`config.mk`:
```
export PLATFORM = sky130hd
export DESIGN_NAME = servo_sequencer
export DESIGN_NICKNAME = d
export VERILOG_FILES = /design/src/rtl/servo_pkg.sv /design/src/rtl/servo_pwm_gen.sv /design/src/rtl/servo_sequencer.sv
export SDC_FILE = /design/constraint.sdc
export NUM_CORES = 1
export LEC_CHECK = 0
export BUFFER_PORTS_ARGS = -buffer_cell sky130_fd_sc_hd__buf_2
export CAP_MARGIN = 5
export CORE_MARGIN = 1
export CORE_UTILIZATION = 56
export CTS_CLUSTER_DIAMETER = 60
export DETAILED_ROUTE_END_ITERATION = 16
export PLACE_DENSITY = 0.76
export SLEW_MARGIN = 0
export SYNTH_ARGS = -nofsm -noshare
export SYNTH_HDL_FRONTEND = slang
export SYNTH_SLANG_ARGS = --single-unit
```
`constraint.sdc`:
```
create_clock -name clk -period 1.7 [get_ports clk]
set_input_delay 0 -clock clk [delete_from_list [all_inputs] [get_ports clk]]
set_output_delay 0 -clock clk [all_outputs]
set_load 0.03 [all_outputs]
```
`src/rtl/servo_pkg.sv`:
```
// Shared types and default constants for the servo arm sequencer.
// Defaults target a 100 MHz clock with a standard 50 Hz hobby-servo frame.
package servo_pkg;

    typedef enum logic [2:0] {
        IDLE,
        ACT,
        RETURN,
        DONE,
        WAIT_REL
    } state_e;

    localparam logic PICK = 1'b0;
    localparam logic DROP = 1'b1;

    localparam int unsigned DEF_PERIOD_CYC = 2_000_000;
    localparam int unsigned DEF_W_NEUTRAL  = 150_000;
    localparam int unsigned DEF_W_PICK     = 100_000;
    localparam int unsigned DEF_W_DROP     = 200_000;
    localparam int unsigned DEF_ACT_FRAMES = 50;
    localparam int unsigned DEF_RET_FRAMES = 50;
    localparam int unsigned DEF_CNT_W      = 21;

    function automatic int unsigned max_u(input int unsigned a, input int unsigned b);
        return (a > b) ? a : b;
    endfunction

endpackage

```
`src/rtl/servo_pwm_gen.sv`:
```
// Free-running servo PWM frame generator; the requested width is adopted
// only at frame boundaries so a pulse is never reshaped mid-frame.
module servo_pwm_gen #(
    parameter int unsigned PERIOD_CYC = 2_000_000,
    parameter int unsigned CNT_W      = 21,
    parameter int unsigned W_RST      = 150_000
) (
    input  logic             clk,
    input  logic             rst_n,
    input  logic [CNT_W-1:0] width_req,
    output logic             pwm,
    output logic             frame_end
);

    localparam logic [CNT_W-1:0] CNT_LAST  = CNT_W'(PERIOD_CYC - 1);
    localparam logic [CNT_W-1:0] WIDTH_RST = CNT_W'(W_RST);

    logic [CNT_W-1:0] cnt_q, cnt_d;
    logic [CNT_W-1:0] width_cur_q, width_cur_d;
    logic             pwm_q, pwm_d;

    always_comb begin
        frame_end   = (cnt_q == CNT_LAST);
        cnt_d       = frame_end ? '0 : cnt_q + 1'b1;
        width_cur_d = frame_end ? width_req : width_cur_q;
        // One cycle behind the counter, so every frame (including the
        // first after reset) carries exactly width_cur high cycles.
        pwm_d       = (cnt_q < width_cur_q);
    end

    always_ff @(posedge clk or negedge rst_n) begin
        if (!rst_n) begin
            cnt_q       <= '0;
            width_cur_q <= WIDTH_RST;
            pwm_q       <= 1'b0;
        end else begin
            cnt_q       <= cnt_d;
            width_cur_q <= width_cur_d;
            pwm_q       <= pwm_d;
        end
    end

    assign pwm = pwm_q;

endmodule

```
`src/rtl/servo_sequencer.sv`:
```
// Servo handshake responder: runs a pickup/dropoff arm routine on request,
// then strobes servo_done and waits for the request to be released.
module servo_sequencer
    import servo_pkg::*;
#(
    parameter int unsigned PERIOD_CYC = DEF_PERIOD_CYC,
    parameter int unsigned W_NEUTRAL  = DEF_W_NEUTRAL,
    parameter int unsigned W_PICK     = DEF_W_PICK,
    parameter int unsigned W_DROP     = DEF_W_DROP,
    parameter int unsigned ACT_FRAMES = DEF_ACT_FRAMES,
    parameter int unsigned RET_FRAMES = DEF_RET_FRAMES,
    parameter int unsigned CNT_W      = DEF_CNT_W
) (
    input  logic clk,
    input  logic rst_n,
    input  logic servo_EN,
    input  logic servo_state,
    output logic pwm,
    output logic servo_done,
    output logic busy
);

    localparam int unsigned FRM_W = $clog2(max_u(ACT_FRAMES, RET_FRAMES) + 1);

    localparam logic [CNT_W-1:0] WN = CNT_W'(W_NEUTRAL);
    localparam logic [CNT_W-1:0] WP = CNT_W'(W_PICK);
    localparam logic [CNT_W-1:0] WD = CNT_W'(W_DROP);
    localparam logic [FRM_W-1:0] ACT_LAST = FRM_W'(ACT_FRAMES);
    localparam logic [FRM_W-1:0] RET_LAST = FRM_W'(RET_FRAMES);

    if ((W_NEUTRAL >= PERIOD_CYC) || (W_PICK >= PERIOD_CYC) || (W_DROP >= PERIOD_CYC) ||
        ((64'(1) << CNT_W) <= 64'(PERIOD_CYC))) begin : g_cfg_err
        $error("servo_sequencer: pulse widths must be below PERIOD_CYC and PERIOD_CYC must fit in CNT_W");
    end

    state_e           state_q, state_d;
    logic [FRM_W-1:0] frm_q, frm_d, frm_inc;
    logic             dir_q, dir_d;
    logic [CNT_W-1:0] width_req_q, width_req_d;
    logic             frame_end;

    servo_pwm_gen #(
        .PERIOD_CYC(PERIOD_CYC),
        .CNT_W     (CNT_W),
        .W_RST     (W_NEUTRAL)
    ) u_pwm (
        .clk      (clk),
        .rst_n    (rst_n),
        .width_req(width_req_q),
        .pwm      (pwm),
        .frame_end(frame_end)
    );

    always_comb begin
        state_d     = state_q;
        frm_d       = frm_q;
        dir_d       = dir_q;
        width_req_d = width_req_q;
        frm_inc     = frm_q + 1'b1;
        servo_done  = 1'b0;
        busy        = 1'b0;

        case (state_q)
            IDLE: begin
                width_req_d = WN;
                if (servo_EN) begin
                    dir_d       = servo_state;
                    width_req_d = (servo_state == DROP) ? WD : WP;
                    frm_d       = '0;
                    state_d     = ACT;
                end
            end
            ACT: begin
                busy = 1'b1;
                if (!servo_EN) begin
                    width_req_d = WN;
                    state_d     = IDLE;
                end else if (frame_end) begin
                    if (frm_inc == ACT_LAST) begin
                        width_req_d = WN;
                        frm_d       = '0;
                        state_d     = RETURN;
                    end else begin
                        frm_d = frm_inc;
                    end
                end
            end
            RETURN: begin
                busy = 1'b1;
                if (!servo_EN) begin
                    width_req_d = WN;
                    state_d     = IDLE;
                end else if (frame_end) begin
                    if (frm_inc == RET_LAST) begin
                        state_d = DONE;
                    end else begin
                        frm_d = frm_inc;
                    end
                end
            end
            DONE: begin
                busy       = 1'b1;
                servo_done = 1'b1;
                state_d    = WAIT_REL;
            end
            WAIT_REL: begin
                // Hold off until the controller drops its request.
                if (!servo_EN) begin
                    state_d = IDLE;
                end
            end
            default: begin
                width_req_d = WN;
                state_d     = IDLE;
            end
        endcase
    end

    always_ff @(posedge clk or negedge rst_n) begin
        if (!rst_n) begin
            state_q     <= IDLE;
            frm_q       <= '0;
            dir_q       <= PICK;
            width_req_q <= WN;
        end else begin
            state_q     <= state_d;
            frm_q       <= frm_d;
            dir_q       <= dir_d;
            width_req_q <= width_req_d;
        end
    end

endmodule

```
Word level (Yosys, flattened, before mapping)
Cells that the tools add are included.
{"block": "classes", "n_addsub": 2, "n_lt_le_gt_ge": 1, "n_eq_ne": 18, "n_mux": 27, "n_bitwise": 1, "reduce_logical": 7}
{"operator": "21-bit two-way mux", "n": 5}
{"operator": "21-bit case mux with 4 select lines", "n": 1}
{"operator": "6-bit two-way mux", "n": 7}
{"operator": "18-bit two-way mux", "n": 2}
{"operator": "3-bit two-way mux", "n": 8}
{"operator": "21-bit by 1-bit adder with 21-bit output (second input constant)", "n": 1}
{"operator": "21-bit equality test (second input constant)", "n": 1}
{"operator": "21-bit < comparator", "n": 1}
{"operator": "6-bit case mux with 3 select lines", "n": 1}
{"operator": "2-bit != test (second input constant)", "n": 8}
{"operator": "3-bit case mux with 5 select lines", "n": 1}
{"operator": "3-bit != test (second input constant)", "n": 4}
{"operator": "7-bit AND reduction", "n": 1}
{"operator": "6-bit by 1-bit adder with 6-bit output (second input constant)", "n": 1}
{"operator": "3-bit by 2-bit equality test with 1-bit output (second input constant)", "n": 2}
{"operator": "6-bit equality test (second input constant)", "n": 1}
{"operator": "6-bit AND reduction", "n": 1}
{"operator": "4-bit AND reduction", "n": 1}
{"operator": "3-bit by 1-bit equality test with 1-bit output (second input constant)", "n": 1}
{"operator": "3-bit equality test (second input constant)", "n": 1}
{"operator": "3-bit zero test", "n": 1}
{"operator": "3-bit nonzero test", "n": 1}
{"operator": "3-bit OR reduction", "n": 1}
{"operator": "1-bit two-way mux", "n": 2}
{"operator": "other kinds (2)", "n": 2}
{"block": "totals", "reg_bits": 73, "in_bits": 4, "out_inout_bits": 3, "word_cells": 62}

Logic depth before layout (Yosys ltp)
Gate-level depths: netlist of run 1.
{"block": "depth", "depth_word": 6, "mapped_depth": 7, "depth_no_buf": 7}

Hierarchy
A second synthesis of run 1 with hierarchy kept.
{"block": "hier_totals", "cells_unflattened": 314, "area_unflattened_um2": 3084.2}
{"mod": "servo_pwm_gen", "n_inst": 1, "cells_per_inst": 228, "area_each_um2": 2272.2, "seq_area_each_um2": 1086.0}
{"mod": "servo_sequencer", "n_inst": 1, "cells_per_inst": 86, "area_each_um2": 812.0, "seq_area_each_um2": 354.1}

Worst setup path before layout of run 1
OpenSTA, ideal clock, no wires.
{"block": "synth_path", "path_kind": "flip-flop to flip-flop", "startpoint": "register u_pwm.cnt_q[8]", "endpoint": "register frm_q[2]", "setup_time_ns": 0.124, "arrival_ns": 1.723, "required_ns": 1.576, "slack_ns": -0.146, "path_stages_with_launch": 7, "n_path_buf": 0, "cell_sequence": "dfrtp_1 > nor4b_4 > nand4b_1 > or2_1 > or4_1 > nand3_1 > a21oi_1"}
{"block": "synth_between", "elab_chain_len": 3}
{"item": "start, declared", "line": "servo_pwm_gen.sv:18", "text": "logic [CNT_W-1:0] cnt_q, cnt_d;"}
{"item": "start signal, assigned", "line": "servo_pwm_gen.sv:37", "text": "cnt_q <= cnt_d;"}
{"item": "21-bit equality test *", "line": "servo_pwm_gen.sv:23", "text": "frame_end = (cnt_q == CNT_LAST);"}
{"item": "2-bit != test (no line)"}
{"item": "7-bit AND reduction (no line) *"}
{"item": "end signal, assigned", "line": "servo_sequencer.sv:127", "text": "frm_q <= frm_d;"}
{"item": "end, declared", "line": "servo_sequencer.sv:37", "text": "logic [FRM_W-1:0] frm_q, frm_d, frm_inc;"}
Every way passes the cells marked *; elsewhere a longest branch is shown, timed or not.
A chain may end at the register's enable or synchronous reset.

Worst setup path after layout of run 1
{"block": "layout_path", "startpoint": "register u_pwm.cnt_q[8]", "endpoint": "register width_req_q[15]"}
{"block": "layout_between", "elab_chain_len": 3}
{"item": "21-bit equality test", "line": "servo_pwm_gen.sv:23"}
{"item": "3-bit != test (no line)"}
{"item": "4-bit AND reduction (no line)"}
{"item": "end signal, assigned", "line": "servo_sequencer.sv:129", "text": "width_req_q <= width_req_d;"}
{"item": "end, declared", "line": "servo_sequencer.sv:39", "text": "logic [CNT_W-1:0] width_req_q, width_req_d;"}
Every way passes these cells.

==> impl_metrics.csv, run 1 <==
group,metric,value,unit
clock_network,clockBufferDepth,2,
yosys,ys_seq_elements,41,
timing,rsz0062_at_grt,"yes",
detailed_routing,viasPerCell,6.08,
critical_path,reg2reg_from,"u_pwm.cnt_q[8]$_DFF_PN0_",
critical_path,crit_start,"u_pwm.cnt_q[8]$_DFF_PN0_",
run_status,outcome,"finished, violations left",
power,power,1720,uW
floorplanning,start_util,59.5,%
worst_hold_path,hold_depth,2,
clock_network,cts_tree,"done",
clock_network,h-tree-depth,2,
detailed_routing,wirelength_met1,3040,um
clock_network,clkLatencyLatePin,0.29,ns
worst_hold_path,hp-class,"in -> reg",
yosys,async_reset_ff_share,100,%
yosys,synth_nets,278,
floorplanning,rows,23,
yosys,avgSynthCellArea,9.36,sq um
global_routing,overflow,0,
yosys,syn_inst,260,
detailed_routing,drc_errors,0,
timing,timing.fmax,512,MHz
worst_hold_path,hold_start,"servo_EN",
detailed_routing,wl_per_cell,18.6,um
clock_network,numCtsBuffers,5,
detailed_routing,top_layer,"met4",
timing,skew,0.00693,ns
yosys,yosys_warnings,0,
critical_path,slowest_stage,"or4b_1",
critical_path,crit_fanout,4,
critical_path,worstPathRequired,1.88,ns
detailed_routing,wl_met2,3340,um
placed_design,portBuffers,6,
yosys,synth_edf_count,0,
clock_network,cts.sinks,41,
yosys,synth_area,0.00243,sq mm
power,p_per_area,515,mW/mm^2
floorplanning,die_area,0.00461,sq mm
run_status,violations,"setup timing",
critical_path,start_kind,"flop",
layout,layout-drive-gt1-share,41.6,%
layout,nets,349,
placed_design,gp_congestion,0.924,
yosys,synth_cell_types,51,
floorplanning,core,0.00409,sq mm
timing,period_share,115,%
critical_path,reg2reg_depth,6,
layout,area_growth,37.7,%
timing,hold_viol,0,
global_routing,grt_pass1_wl,10600,um
placed_design,dp_hpwl,4440,um
critical_path,cp_cell_sequence,"or4b_1 -> nor3_2 -> nand3_2 -> o211ai_2 -> nand2_1 -> o2bb2ai_1",
timing,min_period,1.95,ns
detailed_routing,dr.pass1.iters,4,
timing,max_slew.worst_pin.slew,0.516,ns
timing,tns,-3.94,ns
global_routing,grt_pass1_vias,2198,
detailed_routing,wl_met3,461,um
detailed_routing,ant_nets,0,
critical_path,slowest_delay,0.56,ns
floorplanning,die_height,67.9,um
timing,postLayoutSetupSlackWorst,-0.253,ns
timing,drv_slew,0,
floorplanning,io_pins,7,
detailed_routing,drt_iter0_markers,168,
layout,antenna_cells,0,
critical_path,path_class,"reg -> reg",
detailed_routing,wl,7110,um
global_routing,grt_max_degree,23,
power,ir_drop,0.552,mV
yosys,synth_ff_type,"dfrtp_1",
yosys,synth_seq_area_share,42.5,%
critical_path,worstPathArrival,2.14,ns
clock_network,cts.clk_slew.worst_paths,0.08,ns
floorplanning,die_w,67.9,um
clock_network,clockRootBuffer,"clkbuf_8",
flow_run,cap_viol_max_count,0,
global_routing,grtUsageTotal,31.5,%
global_routing,antenna_found_initial,0,
power,leakagePower,0.00151,uW
timing,finalSetupViolations,28,
timing,slew_headroom,65.6,%
critical_path,endpoint_kind,"flop",
detailed_routing,vias,2321,
power breakdown:
group / internal, uW / switching, uW
logic: 33.5 / 64.1
registers: 990 / 16.0
clock network: 285 / 336
total: 1310 / 416
registers in the layout, indices dropped and copies added, names as in the netlist:
| register | flops |
|---|---|
| u_pwm.cnt_q | 21 |
| frm_q | 6 |
| u_pwm.width_cur_q | 5 |
| width_req_q | 5 |
| state_q | 3 |
| u_pwm.pwm | 1 |
final cells by class:
type | count | area, sq um
clock buffers | 6 | 72.6
clock inverters | 2 | 10.0
fillers | 231 | 738
inverters | 9 | 33.8
multi-input cells | 200 | 1550
flip-flops and latches | 41 | 1040
well taps | 50 | 62.6
repair buffers | 74 | 582
logic make-up after synthesis:
kind of cell | share of synthesized area [%]
adder cells (fa/ha/maj) | 7.20
AO/OA/AOI/OAI | 12.3
flip-flops | 42.5
XOR/XNOR | 8.28
buffers and inverters | 3.81
AND/OR/NAND/NOR | 25.9
cell usage in the layout (no fill, tap or decap), types with 3 or more instances in the layout:
| cell type | netlist | routed |
|---|---|---|
| buf_4 | 1 | 59 |
| dfrtp_1 | 35 | 33 |
| nand2_1 | 27 | 22 |
| nor2_1 | 25 | 14 |
| nand3_1 | 17 | 13 |
| xnor2_1 | 12 | 12 |
| ha_1 | 14 | 11 |
| xor2_1 | 11 | 10 |
| a21oi_1 | 11 | 10 |
| inv_1 | 9 | 9 |
| o21ai_1 | 1 | 9 |
| nor2_4 | 0 | 8 |
| and3_1 | 8 | 7 |
| buf_6 | 2 | 7 |
| buf_2 | 2 | 6 |
| dfstp_2 | 6 | 6 |
| o21ai_0 | 17 | 5 |
| nand2b_1 | 5 | 5 |
| clkbuf_8 | 0 | 5 |
| nand4_1 | 4 | 4 |
| nand3_2 | 0 | 4 |
| a21o_1 | 4 | 4 |
| o21ai_2 | 0 | 4 |
| nand2_2 | 0 | 4 |
| nor2_2 | 0 | 3 |
| ha_4 | 0 | 3 |
timing repair:
action	CTS	global route
setup endpoints to repair	21	31
hold buffers	1	0
gates cloned	1	0
pin swaps	25	20
endpoints found under the hold margin	18	0
gates resized for setup	36	42
setup buffers	5	4
stage by stage:
step                      worst slack, ns  area [sq um]  hold WS, ns  utilization [%]  std cells
after global placement             -0.198          2900      -0.0107             71.0        364
after global routing               -0.322          3350       0.0461             81.9        382
final                              -0.253          3350       0.0377             81.9        382
after CTS                          -0.233          3140       0.0242             76.9        379
after floorplan                    -0.140          2430       -0.296                -        260
after detailed placement           -0.275          2900      -0.0104             71.0        364
final timing paths:
kind	slack, ns	end
hold / removal	0.04	state_q[2]$_DFFE_PN0P_
setup reg to reg	-0.25	width_req_q[15]$_DFFE_PN0P_
max in group asynchronous	0.87	u_pwm.width_cur_q[7]$_DFFE_PN1N_
min in group asynchronous	0.21	state_q[1]$_DFFE_PN0P_
hold reg to reg	0.50	u_pwm.width_cur_q[11]$_DFFE_PN1N_
setup / recovery	-0.25	width_req_q[15]$_DFFE_PN0P_
routing by layer:
layer  vias up  track usage [%]
met5         -                0
met1      1120             42.5
met3        33             7.00
li1       1062                -
met2       106             49.4
met4         0             11.7
cell usage after synthesis (2+ instances only):
cell type	number	share of area, %
and3_1	8	2.1
nor2_1	25	3.9
nor2b_1	2	0.51
o2bb2ai_1	2	0.72
a21oi_1	11	2.3
buf_6	2	0.93
dfstp_2	6	6.5
clkbuf_1	5	0.77
and2_1	4	1.0
ha_1	14	7.2
xor2_1	11	4.0
xnor2_1	12	4.3
buf_2	2	0.41
nand4_1	4	1.0
inv_1	9	1.4
nand2_1	27	4.2
and3_2	2	0.62
nand3_1	17	3.5
o211ai_2	2	1.0
a21o_1	4	1.2
nand2b_1	5	1.3
o21ai_0	17	3.5
nor3_1	3	0.62
dfrtp_1	35	36
a211oi_1	3	0.93
nor4_1	3	0.77
worst max-delay path, delay by kind of cell (launching register included):
| family | cells | cell delay [ns] |
|---|---|---|
| AOI/OAI and AO/OA | 2 | 0.37 |
| and+or+nand+nor | 4 | 1.04 |
| DFF | 1 | 0.44 |
Power figures use the tool's default switching activity.
==> inputs of run 2 (changes only) <==
--- a/config.mk
+++ b/config.mk
@@ -8,10 +8,10 @@
 export BUFFER_PORTS_ARGS = -buffer_cell sky130_fd_sc_hd__buf_2
 export CAP_MARGIN = 5
 export CORE_MARGIN = 1
-export CORE_UTILIZATION = 56
+export CORE_UTILIZATION = 65
 export CTS_CLUSTER_DIAMETER = 60
 export DETAILED_ROUTE_END_ITERATION = 16
-export PLACE_DENSITY = 0.76
+export PLACE_DENSITY = 0.83
 export SLEW_MARGIN = 0
 export SYNTH_ARGS = -nofsm -noshare
 export SYNTH_HDL_FRONTEND = slang
==> constraint.sdc (replaced) <==
create_clock -name clk -period 2.3 [get_ports clk]
set_input_delay 0 -clock clk [delete_from_list [all_inputs] [get_ports clk]]
set_output_delay 0 -clock clk [all_outputs]
set_load 0.03 [all_outputs]
==> impl_metrics.csv, run 2 (synthesis results as in run 1) <==
group,metric,value,unit
run_status,outcome,"finished clean",
global_routing,grt_max_degree,42,
timing,finalSetupViolations,0,
timing,max_slew.worst_pin.slew,0.915,ns
layout,layout-drive-gt1-share,12.2,%
global_routing,overflow,0,
clock_network,cts.hold.buffers_added,1,
power,power,1250,uW
critical_path,cp_top_family,"compound AO/OA/AOI/OAI gates",
global_routing,grtUsageTotal,29.8,%
timing,hold_viol,0,
critical_path,slowest_stage,"a21oi_1",
placed_design,gp_congestion,0.874,
clock_network,cts.clk_slew.worst_paths,0.07,ns
clock_network,post-cts-setup-buffers,0,
global_routing,grt_pass1_vias,1878,
power,leakagePower,0.00115,uW
layout,area_growth,6.48,%
placed_design,portBuffers,6,
critical_path,crit_fanout,7,
timing,rsz0062_at_grt,"no",
detailed_routing,drt_iter0_markers,140,
placed_design,dp_hpwl,3700,um
layout,top_regs,"u_pwm.cnt_q: 21 flops, frm_q: 6 flops",
clock_network,clockBufferDepth,2,
detailed_routing,wl,5200,um
global_routing,grt_pass1_wl,9090,um
critical_path,cp_cell_sequence,"and3_1 -> nor3b_1 -> o211ai_2 -> a21oi_1 -> o21ai_1 -> a22o_1",
layout,layout_commonest_cell,"dfrtp_1",
detailed_routing,vias,1967,
detailed_routing,ant_nets,0,
detailed_routing,viasPerCell,6.22,
timing,whs,0.0326,ns
critical_path,timing.critical_path.buf_inv,0,
critical_path,start_kind,"flop",
layout,antenna_cells,0,
clock_network,clkLatencyLatePin,0.30,ns
clock_network,cts_tree,"done",
placed_design,pre_cts_ws,0.262,ns
floorplanning,start_util,70.1,%
timing,period_share,90.0,%
floorplanning,die_area,0.00399,sq mm
floorplanning,io_pins,7,
floorplanning,die_w,63.2,um
detailed_routing,wl_per_cell,16.4,um
critical_path,endpoint_kind,"flop",
global_routing,antenna_found_initial,0,
critical_path,worstPathRequired,2.48,ns
critical_path,slowest_delay,0.44,ns
detailed_routing,dr.pass1.iters,4,
flow_run,cap_viol_max_count,0,
worst_hold_path,hp-class,"in -> reg",
critical_path,path_class,"reg -> reg",
clock_network,numCtsBuffers,5,
timing,tns,0,ns
layout,regMostFlops,"u_pwm.cnt_q",
clock_network,h-tree-depth,2,
clock_network,clockRootBuffer,"clkbuf_8",
floorplanning,rows,21,
power,p_per_area,484,mW/mm^2
timing,postLayoutSetupSlackWorst,0.230,ns
floorplanning,core,0.00347,sq mm
layout,largest_reg_flops,21,
floorplanning,die_height,63.2,um
clock_network,cts.sinks,41,
critical_path,worstPathArrival,2.25,ns
layout,mostFrequentLayoutCells,"35 x dfrtp_1, 27 x nand2_1, 25 x nor2_1, 17 x nand3_1, 17 x o21ai_0",
timing,timing.fmax,483,MHz
power,ir_drop,0.457,mV
detailed_routing,drc_errors,0,
layout,nets,287,
clock_network,cts_resized,0,
timing,skew,0.0134,ns
timing,drv_slew,0,
timing,slew_headroom,39.0,%
timing,min_period,2.07,ns
run 2: changes by cell type in the layout (fill, tap and decap cells not counted), sizes merged:
cell    before  now
buf         73   11
clkbuf       6    7
clkinv       2    1
run 2: worst register-to-register path, delay by kind of cell, from the launching register on:
family | cells | cell delay [ns]
flip-flops | 1 | 0.43
AND/OR/NAND/NOR | 2 | 0.52
AO/OA/AOI/OAI | 4 | 1.01
run 2: power by group:
group	switching [uW]	leakage, uW	total (uW)	internal (uW)
clock	243	0.0000422	456	213
combinational	40.3	0.000572	57.0	16.7
sequential	9.05	0.000532	741	732
total	293	0.00115	1250	962
run 2: final cells by class:
| class | instances | area, sq um |
|---|---|---|
| Inverter | 9 | 33.8 |
| Clock buffer | 7 | 76.3 |
| Timing Repair Buffer | 12 | 77.6 |
| Tap cell | 46 | 57.6 |
| Sequential cell | 41 | 1030 |
| Multi-Input combinational cell | 200 | 1310 |
| Clock inverter | 1 | 5.00 |
| Fill cell | 268 | 878 |
run 2: final timing paths:
| check | from | endpoint | slack, ns | depth (start not counted) |
|---|---|---|---|---|
| max in group asynchronous | rst_n | frm_q[4]$_DFFE_PN0P_ | 1.36 | 2 |
| worst min-delay path | servo_EN | state_q[2]$_DFFE_PN0P_ | 0.03 | 2 |
| worst max-delay path | frm_q[0]$_DFFE_PN0P_ | frm_q[3]$_DFFE_PN0P_ | 0.23 | 6 |
| min in group asynchronous | rst_n | u_pwm.cnt_q[9]$_DFF_PN0_ | 0.37 | 2 |
| worst min register to register | u_pwm.cnt_q[0]$_DFF_PN0_ | u_pwm.cnt_q[0]$_DFF_PN0_ | 0.48 | 1 |
| worst max register to register | frm_q[0]$_DFFE_PN0P_ | frm_q[3]$_DFFE_PN0P_ | 0.23 | 6 |
run 2: per-layer routing:
metal	global-route usage [%]	vias to the layer above	share of wire [%]
li1	-	933	-
met1	39.8	962	45
met2	47.4	59	48
met3	6.16	13	4.0
met4	11.6	0	3.1
met5	0	-	0
run 2: metrics by stage:
step,std cells,cell area (sq um),util [%]
finish,316,2590,74.7
global route,316,2590,74.7
CTS,316,2590,74.7
detailed placement,307,2500,72.0
global placement,307,2500,72.0
floorplan,260,2430,-
==> inputs of run 3 (changes only) <==
--- a/config.mk
+++ b/config.mk
@@ -9,6 +9,7 @@
 export CAP_MARGIN = 5
 export CORE_MARGIN = 1
 export CORE_UTILIZATION = 65
+export CTS_BUF_LIST = sky130_fd_sc_hd__clkbuf_8
 export CTS_CLUSTER_DIAMETER = 60
 export DETAILED_ROUTE_END_ITERATION = 16
 export PLACE_DENSITY = 0.83
==> impl_metrics.csv, run 3 (synthesis results as in run 1) <==
group,metric,value,unit
power,intPower,953,uW
clock_network,numCtsBuffers,5,
timing,drv_slew,0,
flow_run,cap_viol_max_count,0,
critical_path,crit_fanout,7,
critical_path,worstPathRequired,2.48,ns
power,leakagePower,0.00115,uW
detailed_routing,ant_nets,0,
critical_path,cp_cell_sequence,"and3_1 -> nor3b_1 -> o211ai_2 -> a21oi_1 -> o21ai_1 -> a22o_1",
power,p_sw,295,uW
floorplanning,die_height,63.2,um
detailed_routing,drc_errors,0,
detailed_routing,viasPerCell,6.21,
layout,fin_util,74.7,%
timing,skew,0.0138,ns
critical_path,slowest_stage,"a21oi_1",
layout,layout-drive-gt1-share,12.2,%
timing,finalSetupViolations,0,
detailed_routing,vias,1961,
layout,top_regs,"u_pwm.cnt_q: 21 flops, frm_q: 6 flops",
power,seq_power_share,59.4,%
floorplanning,die_area,0.00399,sq mm
layout,layout_commonest_cell,"dfrtp_1",
global_routing,overflow,0,
detailed_routing,wl,5210,um
placed_design,dp_hpwl,3700,um
layout,antenna_cells,0,
floorplanning,die_w,63.2,um
placed_design,place_area,0.00250,sq mm
critical_path,endpoint_kind,"flop",
timing,tns,0,ns
clock_network,cts.clk_slew.worst_paths,0.08,ns
global_routing,grt_pass1_vias,1878,
run_status,outcome,"finished clean",
layout,regMostFlops,"u_pwm.cnt_q",
timing,min_period,2.06,ns
clock_network,cts_resized,0,
clock_network,clkLatencyLatePin,0.30,ns
timing,max_slew.worst_pin.slew,0.916,ns
detailed_routing,wl_per_cell,16.5,um
floorplanning,rows,21,
power,comb_power_share,4.6,%
layout,mostFrequentLayoutCells,"35 x dfrtp_1, 27 x nand2_1, 25 x nor2_1, 17 x nand3_1, 17 x o21ai_0",
floorplanning,io_pins,7,
detailed_routing,dr.pass1.iters,4,
power,p_per_area,482,mW/mm^2
global_routing,grt_max_degree,42,
global_routing,antenna_found_initial,0,
floorplanning,start_util,70.1,%
timing,period_share,89.7,%
placed_design,gp_congestion,0.874,
power,ir_drop,0.459,mV
critical_path,slowest_delay,0.44,ns
worst_hold_path,hp-class,"in -> reg",
critical_path,path_class,"reg -> reg",
clock_network,cts.hold.buffers_added,1,
critical_path,worstPathArrival,2.24,ns
floorplanning,core,0.00347,sq mm
global_routing,grt_pass1_wl,9090,um
timing,hold_viol,0,
clock_network,clockRootBuffer,"clkbuf_8",
detailed_routing,drt_iter0_markers,146,
layout,stdcell_area,0.00259,sq mm
power,switching_share,23.6,%
placed_design,portBuffers,6,
critical_path,start_kind,"flop",
layout,nets,287,
layout,largest_reg_flops,21,
clock_network,cts.sinks,41,
timing,whs,0.0339,ns
clock_network,h-tree-depth,2,
clock_network,cts_tree,"done",
layout,area_growth,6.48,%
timing,timing.fmax,485,MHz
clock_network,clockBufferDepth,2,
clock_network,post-cts-setup-buffers,0,
power,clkPwrFrac,36.1,%
timing,rsz0062_at_grt,"no",
timing,slew_headroom,38.9,%
global_routing,grtUsageTotal,29.8,%
[run 3: power by group through the flow]
stage / logic [uW] / clock network, uW / registers [uW]
6_report: 56.9 / 450 / 741
5_1_grt: 66.0 / 485 / 741
4_1_cts: 57.1 / 462 / 740
3_5_place_dp: 55.8 / 0 / 754
3_3_place_gp: 54.8 / 0 / 754
2_1_floorplan: 31.3 / 0 / 751
[run 3: per-stage QoR]
step / setup WS, ns / total power [uW] / instances
after detailed placement: 0.262 / 810 / 307
after floorplan: 0.454 / 783 / 260
final: 0.236 / 1250 / 316
after CTS: 0.231 / 1260 / 316
after global routing: 0.0870 / 1290 / 316
after global placement: 0.345 / 809 / 307
[run 3: final timing paths]
check                                         start                       end  slack [ns]  cells after the start
hold reg to reg            u_pwm.cnt_q[0]$_DFF_PN0_  u_pwm.cnt_q[0]$_DFF_PN0_        0.48                      1
max in group asynchronous                     rst_n      frm_q[4]$_DFFE_PN0P_        1.36                      2
setup reg to reg               frm_q[0]$_DFFE_PN0P_      frm_q[3]$_DFFE_PN0P_        0.24                      6
hold / removal                             servo_EN    state_q[2]$_DFFE_PN0P_        0.03                      2
min in group asynchronous                     rst_n  u_pwm.cnt_q[9]$_DFF_PN0_        0.37                      2
setup / recovery               frm_q[0]$_DFFE_PN0P_      frm_q[3]$_DFFE_PN0P_        0.24                      6
[run 3: worst max-delay path, delay by kind of cell, from the launching register on]
family	cells	cell delay, ns
DFF	1	0.43
and+or+nand+nor	2	0.52
AOI/OAI and AO/OA	4	1.00
[run 3: final cells by class]
type,count,area [sq um]
clock buffers,5,68.8
clock inverters,3,12.5
fillers,268,878
inverters,9,33.8
multi-input cells,200,1310
flip-flops and latches,41,1030
well taps,46,57.6
repair buffers,12,77.6
[run 3: metal layers]
layer / part of all wire [%] / wire length (um) / global-route usage, % / up-vias
met2: 48 / 2490 / 47.4 / 60
met5: 0 / 0 / 0 / -
li1: - / - / - / 932
met4: 2.8 / 144 / 11.6 / 0
met3: 4.3 / 226 / 6.16 / 13
met1: 45 / 2350 / 39.8 / 956
